[config.mk]
export PLATFORM = sky130hd
export DESIGN_NAME = frame_capture
export DESIGN_NICKNAME = d
export VERILOG_FILES = /design/src/rtl/frame_capture.sv
export SDC_FILE = /design/constraint.sdc
export NUM_CORES = 1
export LEC_CHECK = 0
export CELL_PAD_IN_SITES_DETAIL_PLACEMENT = 1
export CELL_PAD_IN_SITES_GLOBAL_PLACEMENT = 1
export CORE_MARGIN = 8
export CORE_UTILIZATION = 48
export CTS_BUF_LIST = sky130_fd_sc_hd__clkbuf_2
export CTS_CLUSTER_DIAMETER = 40
export DETAILED_ROUTE_END_ITERATION = 16
export MAX_ROUTING_LAYER = met4
export PLACE_DENSITY_LB_ADDON = 0.1
export SYNTH_ARGS = -nofsm -noshare
export SYNTH_HDL_FRONTEND = slang
export SYNTH_SLANG_ARGS = --single-unit
export TNS_END_PERCENT = 100
[constraint.sdc]
create_clock -name clk -period 5.28 [get_ports clk]
set_input_delay 0.528 -clock clk [delete_from_list [all_inputs] [get_ports clk]]
set_output_delay 0.528 -clock clk [all_outputs]
set_load 0.02 [all_outputs]
[src/rtl/frame_capture.sv]
`default_nettype none
// +--------------------------------------------------------------------------+
// | frame_capture: captures a serial payload (+ optional even parity) after   |
// | an upstream sync-detect flag, reports it and counts good frames. Rev 1.0  |
// +--------------------------------------------------------------------------+
module frame_capture #(
  parameter int PAYLOAD_BITS = 8,
  parameter int PARITY_EN    = 1
) (
  input  logic                    clk,
  input  logic                    Reset,
  input  logic                    data,
  input  logic                    detected,
  output logic [PAYLOAD_BITS-1:0] frame_data,
  output logic                    frame_valid,
  output logic                    parity_error,
  output logic                    busy,
  output logic [7:0]              frame_count
);

  localparam int               CNT_W    = $clog2(PAYLOAD_BITS + 1);
  localparam logic [CNT_W-1:0] LAST_IDX = CNT_W'(PAYLOAD_BITS - 1);

  typedef enum logic [1:0] {
    IDLE   = 2'd0,
    RECV   = 2'd1,
    PARITY = 2'd2
  } state_t;

  state_t                  state, state_nxt;
  logic [CNT_W-1:0]        bit_cnt, bit_cnt_nxt;
  logic [PAYLOAD_BITS-1:0] shreg, shreg_nxt;
  logic                    complete;
  logic                    parity_bad;

  always_ff @(posedge clk or negedge Reset) begin
    if (!Reset) begin
      state   <= IDLE;
      bit_cnt <= '0;
      shreg   <= '0;
    end else begin
      state   <= state_nxt;
      bit_cnt <= bit_cnt_nxt;
      shreg   <= shreg_nxt;
    end
  end

  always_comb begin
    state_nxt   = state;
    bit_cnt_nxt = bit_cnt;
    shreg_nxt   = shreg;
    complete    = 1'b0;
    parity_bad  = 1'b0;
    case (state)
      IDLE: begin
        if (detected) begin
          shreg_nxt    = '0;
          shreg_nxt[0] = data;
          bit_cnt_nxt  = CNT_W'(1);
          if (PAYLOAD_BITS == 1) begin
            if (PARITY_EN != 0) begin
              state_nxt = PARITY;
            end else begin
              complete    = 1'b1;
              bit_cnt_nxt = '0;
            end
          end else begin
            state_nxt = RECV;
          end
        end
      end
      RECV: begin
        for (int i = 0; i < PAYLOAD_BITS; i++) begin
          if (bit_cnt == CNT_W'(i)) shreg_nxt[i] = data;
        end
        bit_cnt_nxt = bit_cnt + CNT_W'(1);
        if (bit_cnt == LAST_IDX) begin
          if (PARITY_EN != 0) begin
            state_nxt = PARITY;
          end else begin
            state_nxt   = IDLE;
            complete    = 1'b1;
            bit_cnt_nxt = '0;
          end
        end
      end
      PARITY: begin
        state_nxt   = IDLE;
        complete    = 1'b1;
        bit_cnt_nxt = '0;
        parity_bad  = (^shreg) ^ data;
      end
      default: begin
        // Unused encoding recovers to IDLE on the next edge.
        state_nxt   = IDLE;
        bit_cnt_nxt = '0;
      end
    endcase
  end

  always_ff @(posedge clk or negedge Reset) begin
    if (!Reset) begin
      frame_data   <= '0;
      frame_valid  <= 1'b0;
      parity_error <= 1'b0;
      frame_count  <= 8'd0;
    end else begin
      frame_valid <= complete;
      if (complete) begin
        frame_data   <= shreg_nxt;
        parity_error <= parity_bad;
        if (!parity_bad) frame_count <= frame_count + 8'd1;
      end
    end
  end

  assign busy = (state == RECV) || (state == PARITY);

endmodule
`default_nettype wire

; Yosys cells after proc, flatten, opt, wreduce, memory -nomap -nowiden
; Cells that the tools add are included.
[totals]
ff_bits = 32
wordCells = 45
[op_classes]
n_bitwise = 2
add_sub_neg = 2
eq_ne = 11
reduce_logical = 6
mux = 17
[ops]
columns = op, count
row1 = $eq 4x3->1 const B, 4
row2 = $pmux 8 s2, 1
row3 = $mux 1, 10
row4 = $add 8x1->8 const B, 1
row5 = $eq 4x2->1 const B, 2
row6 = $mux 8, 1
row7 = $pmux 4 s2, 1
row8 = $reduce_xor 8->1, 1
row9 = $add 4x1->4 const B, 1
row10 = $eq 4x1->1 const B, 1
row11 = $logic_not 4->1, 1
row12 = $mux 2, 2
row13 = $mux 4, 1
row14 = $ne 2x2->1 const B, 2
row15 = $pmux 2 s2, 1
row16 = $reduce_and 2->1, 2
row17 = $eq 2x1->1 const B, 1
row18 = $eq 2x2->1 const B, 1
row19 = $logic_not 2->1, 1
row20 = $logic_or 1x1->1, 1
row21 = $not 1->1, 1
row22 = $xor 1x1->1, 1

; Longest topological paths before layout
[depth]
depth_word = 5
mapped_depth = 7
ltp_nobuf = 7

; Least setup slack after synthesis
; Ideal clock, no wire load.
[synth_path]
path_type = register to register
startpoint = reg state[1]
endpoint = reg frame_data[0]
stages_incl_launch_ff = 8
setup_slack_ns = 3.478
required_time_ns = 5.155
period_less_slack_ns = 1.802
setup_time_ns = 0.125
n_path_buf = 1
t_arrival_ns = 1.677
path_cell_list = dfrtp_1 -> inv_1 -> ha_1 -> clkbuf_1 -> nor2b_1 -> and3_1 -> a221o_1 -> mux2_2
[synth_via]
elab_chain_len = 2
[synth_lines]
columns = item, line
row1 = from (decl), 30  ; state_t state, state_nxt;
row2 = from (signal assigned), 42  ; state <= state_nxt;
row3 = $eq 2x1->1 / $logic_not 2->1 (equally long branches), 54  ; case (state)
row4 = $pmux 8 s2 *, 54
row5 = via shreg_nxt[0], 32  ; logic [PAYLOAD_BITS-1:0] shreg, shreg_nxt;
row6 = to (signal assigned), 110  ; frame_data <= shreg_nxt;
row7 = to (decl), 14  ; output logic [PAYLOAD_BITS-1:0] frame_data,
; The timed path passes the listed nets; every way through them passes the cells marked *.
; A chain may end at the register's enable or synchronous reset.

; Worst setup path after layout
[layout_path]
startpoint = reg state[1]
endpoint = out busy
[layout_via]
elab_chain_len = 2
[layout_lines]
columns = item, line
row1 = $eq 2x1->1 / $eq 2x2->1 (equally long branches), 117  ; assign busy = (state == RECV) || (state == PARITY);
row2 = $logic_or 1x1->1 *, 117
row3 = to (decl), 17  ; output logic busy,
; Mark *: on every way between the ends. The rest lies on a longest branch, timed or not.

==> summary.md <==
| Metric | Value |
|---|---|
| Outcome | `complete, no violations` |
| Antenna violations before repair | `0` |
| CTS sink cnt | `32` |
| Pwr/cell area | `513 nW/um2` |
| Critical Path AT | `1.71 ns` |
| Clock Skew | `about 0.019 ns` |
| Seq/Total Area, Yosys | `49.1%` |
| IO Pins | `23` |
| Max clock buf depth | `2` |
| Dominant cells by area after synthesis | `dfrtp_1 (49%), ha_1 (6.1%), mux2_2 (5.5%), nand2_1 (5.5%), xnor2_1 (3.2%)` |
| CP cell instances | `inv_1, ha_1, clkdlybuf4s50_1` |
| Syn. warnings | `0` |
| Number of flops mapped to enable cells by yosys | `0` |
| Leak Pwr | `roughly 0.9 nW` |
| Critical register-to-register path startpoint | `state[1]$_DFFE_PN0P_` |
| Layout cells sized above 1 | `11.5%` |
| Max incr delay on CP | `slightly below 0.6 ns` |
| Min Tclk post-route | `2.24 ns` |
| Worst slew margin | `60.1%` |
| Resized cells post-CTS | `0` |
| DR iter-0 viols | `91` |
| CP startpoint | `state[1]$_DFFE_PN0P_` |
| H-tree levels | `2` |
| Largest net degree at the start of global routing | `33` |
| Vias in the first global route | `1341` |
| Port Buffers | `22` |
| Critical Path End Type | `output port` |
| Die area | `5520 um2` |
| Antenna-violating nets left | `0` |
| CP max stage cell | `clkdlybuf4s50_1` |
| WL per Instance | `about 17 um` |
| # rows | `21` |
| First-pass GRT wire length | `6.57 mm` |
| Initial DRT Pass Iterations | `4` |
| Die Wd | `74.3 um` |
| CTS root buffer | `clkbuf_2` |
| Via-to-Cell Ratio | `5.32` |
| Required time of the critical path | `roughly 4.8 ns` |
| Pin slew with the least headroom to its limit | `around 0.6 ns` |
| Post-Syn Nets | `159` |
| Max-Cap Viols | `0` |
| GRT Resource Usage Total | `between 10% and 20%` |
| Area leader, netlist | `dfrtp_1` |
| Post-synth top area share | `49.1%` |
| Post-synthesis cell count | `147` |
| Final Setup Violations | `0` |
| Ys async rst share | `100%` |
| Cell with the most instances after synthesis | `dfrtp_1` |
| Post-Synthesis Cell Area | `1630 um2` |
| Util after Layout | `58.5%` |
| Fmax | `0.446 GHz` |
| DRC viols | `0` |
| Ant diodes | `0` |
| Synth-to-Final Area Change | `18.8%` |
| Vias | `between 1000 and 1500` |
| Unrepaired setup endpoints after global routing | `no` |
| Period utilization | `42.5%` |
| Critical path class | `flip-flop to output port` |
| Hold Path Origin | `frame_count[4]$_DFFE_PN0P_` |
| Maximum vdd drop | `just over 0.0002 V` |
| TritonCTS Buffers | `5` |
| CORE AREA | `between 3000 and 4000 um2` |
| CTS Hold Bufs | `0` |
| Primary FF master, synth | `dfrtp_1` |
| Clock transition at the registers of the reported paths | `0.17 ns` |
| Final Hold Vio Count | `0` |
| Worst Hold Class | `flip-flop to flip-flop` |
| #FFs+latches synth | `32` |
| Setup TNS | `0 ns` |
| TritonCTS clock tree | `done` |
| Post-synth top cells | `dfrtp_1 (32), nand2_1 (24), ha_1 (8), mux2_2 (8), o21ai_0 (8)` |
| Postcts setup bufs | `0` |
| Final slew viol count | `0` |
| Max FO, Critical Path | `3` |
| Post-Route WL | `3.81 mm` |
| Clock Latency Late Sink | `0.38 ns` |
| Starting Density | `49.3%` |
| Netlist cell types | `34` |
| Dpl hpwl | `2.89 mm` |
| RePlAce Congestion | `0.859` |
| Fin nets | `186` |
| GRT overflow | `0` |
| CP Launch Type | `flip-flop` |
| Syn Area/Cell | `about 11 um2` |
| Die Y | `74.3 um` |
-- logic make-up after synthesis --
family	after synthesis	share of synthesized area [%]
buffers and inverters	9	2.07
multiplexers	11	8.44
adder cells (fa/ha/maj)	8	6.14
AND/OR/NAND/NOR	48	15.0
flip-flops	32	49.1
AO/OA/AOI/OAI	26	10.6
XOR/XNOR	13	8.74
-- path summary, 6_finish.rpt --
check / to / slack, ns / depth (start not counted)
max: busy / 3.04 / 3
min: frame_count[4]$_DFFE_PN0P_ / 0.51 / 1
max reg2reg: frame_data[7]$_DFFE_PN0P_ / 3.13 / 6
min reg2reg: frame_count[4]$_DFFE_PN0P_ / 0.51 / 1
max in group asynchronous: frame_data[4]$_DFFE_PN0P_ / 4.44 / 2
min in group asynchronous: bit_cnt[0]$_DFFE_PN0P_ / 0.52 / 2
-- cell usage in the layout, fill, tap and decap left out, drive strengths merged, types with 3 or more instances in the layout --
master	instances
and3	3
a31oi	3
o211ai	3
nand3	6
xnor2	6
mux2	9
nand2	24
o21ai	9
inv	6
clkdlybuf4s50	22
xor2	5
ha	8
dfrtp	32
clkbuf	5
nor2	5
-- per-stage QoR --
| stage | power [mW] | cell area (um2) | hold WS (ns) | cells | setup slack [ns] |
|---|---|---|---|---|---|
| after floorplan | 0.725 | 1630 | 0.232 | 147 | 3.48 |
| final | 0.994 | 1940 | 0.507 | 220 | 3.04 |
| after CTS | 1.00 | 1940 | 0.512 | 220 | 3.00 |
| after global placement | 0.866 | 1910 | 0.481 | 213 | 2.89 |
| after global routing | 1.07 | 1940 | 0.530 | 220 | 2.93 |
| after detailed placement | 0.891 | 1910 | 0.491 | 213 | 2.81 |
-- layout make-up --
cell class              count  area [um2]
fillers                   382        1370
flip-flops and latches     32         801
multi-input cells         106         797
repair buffers             23         228
well taps                  46        57.6
clock buffers               5        25.0
inverters                   6        22.5
clock inverters             2        7.51
-- registers in the layout, indices dropped and copies added (netlist names) --
signal	cells
state	2
shreg	8
parity_error	1
bit_cnt	4
frame_count	8
frame_valid	1
frame_data	8
-- layer usage --
layer  GRT usage (%)  share of wire [%]
met1            17.9                 43
met3            4.31                3.9
met5               -                  0
met4            6.52                1.6
met2            27.6                 51
-- power breakdown --
| part | internal, mW | total (mW) | leakage, nW | switching (mW) |
|---|---|---|---|---|
| clock | 0.0273 | 0.112 | 0.0239 | 0.0848 |
| sequential | 0.314 | 0.379 | 0.426 | 0.0656 |
| combinational | 0.236 | 0.503 | 0.461 | 0.267 |
| total | 0.577 | 0.994 | 0.911 | 0.417 |
-- worst max-delay path: cells and delay by family, from the launching register on --
family,cells,cell delay [ns]
DFF,1,0.41
adders and majority gates,1,0.27
buffers and inverters,2,0.66
(Power assumes the default switching activity.)
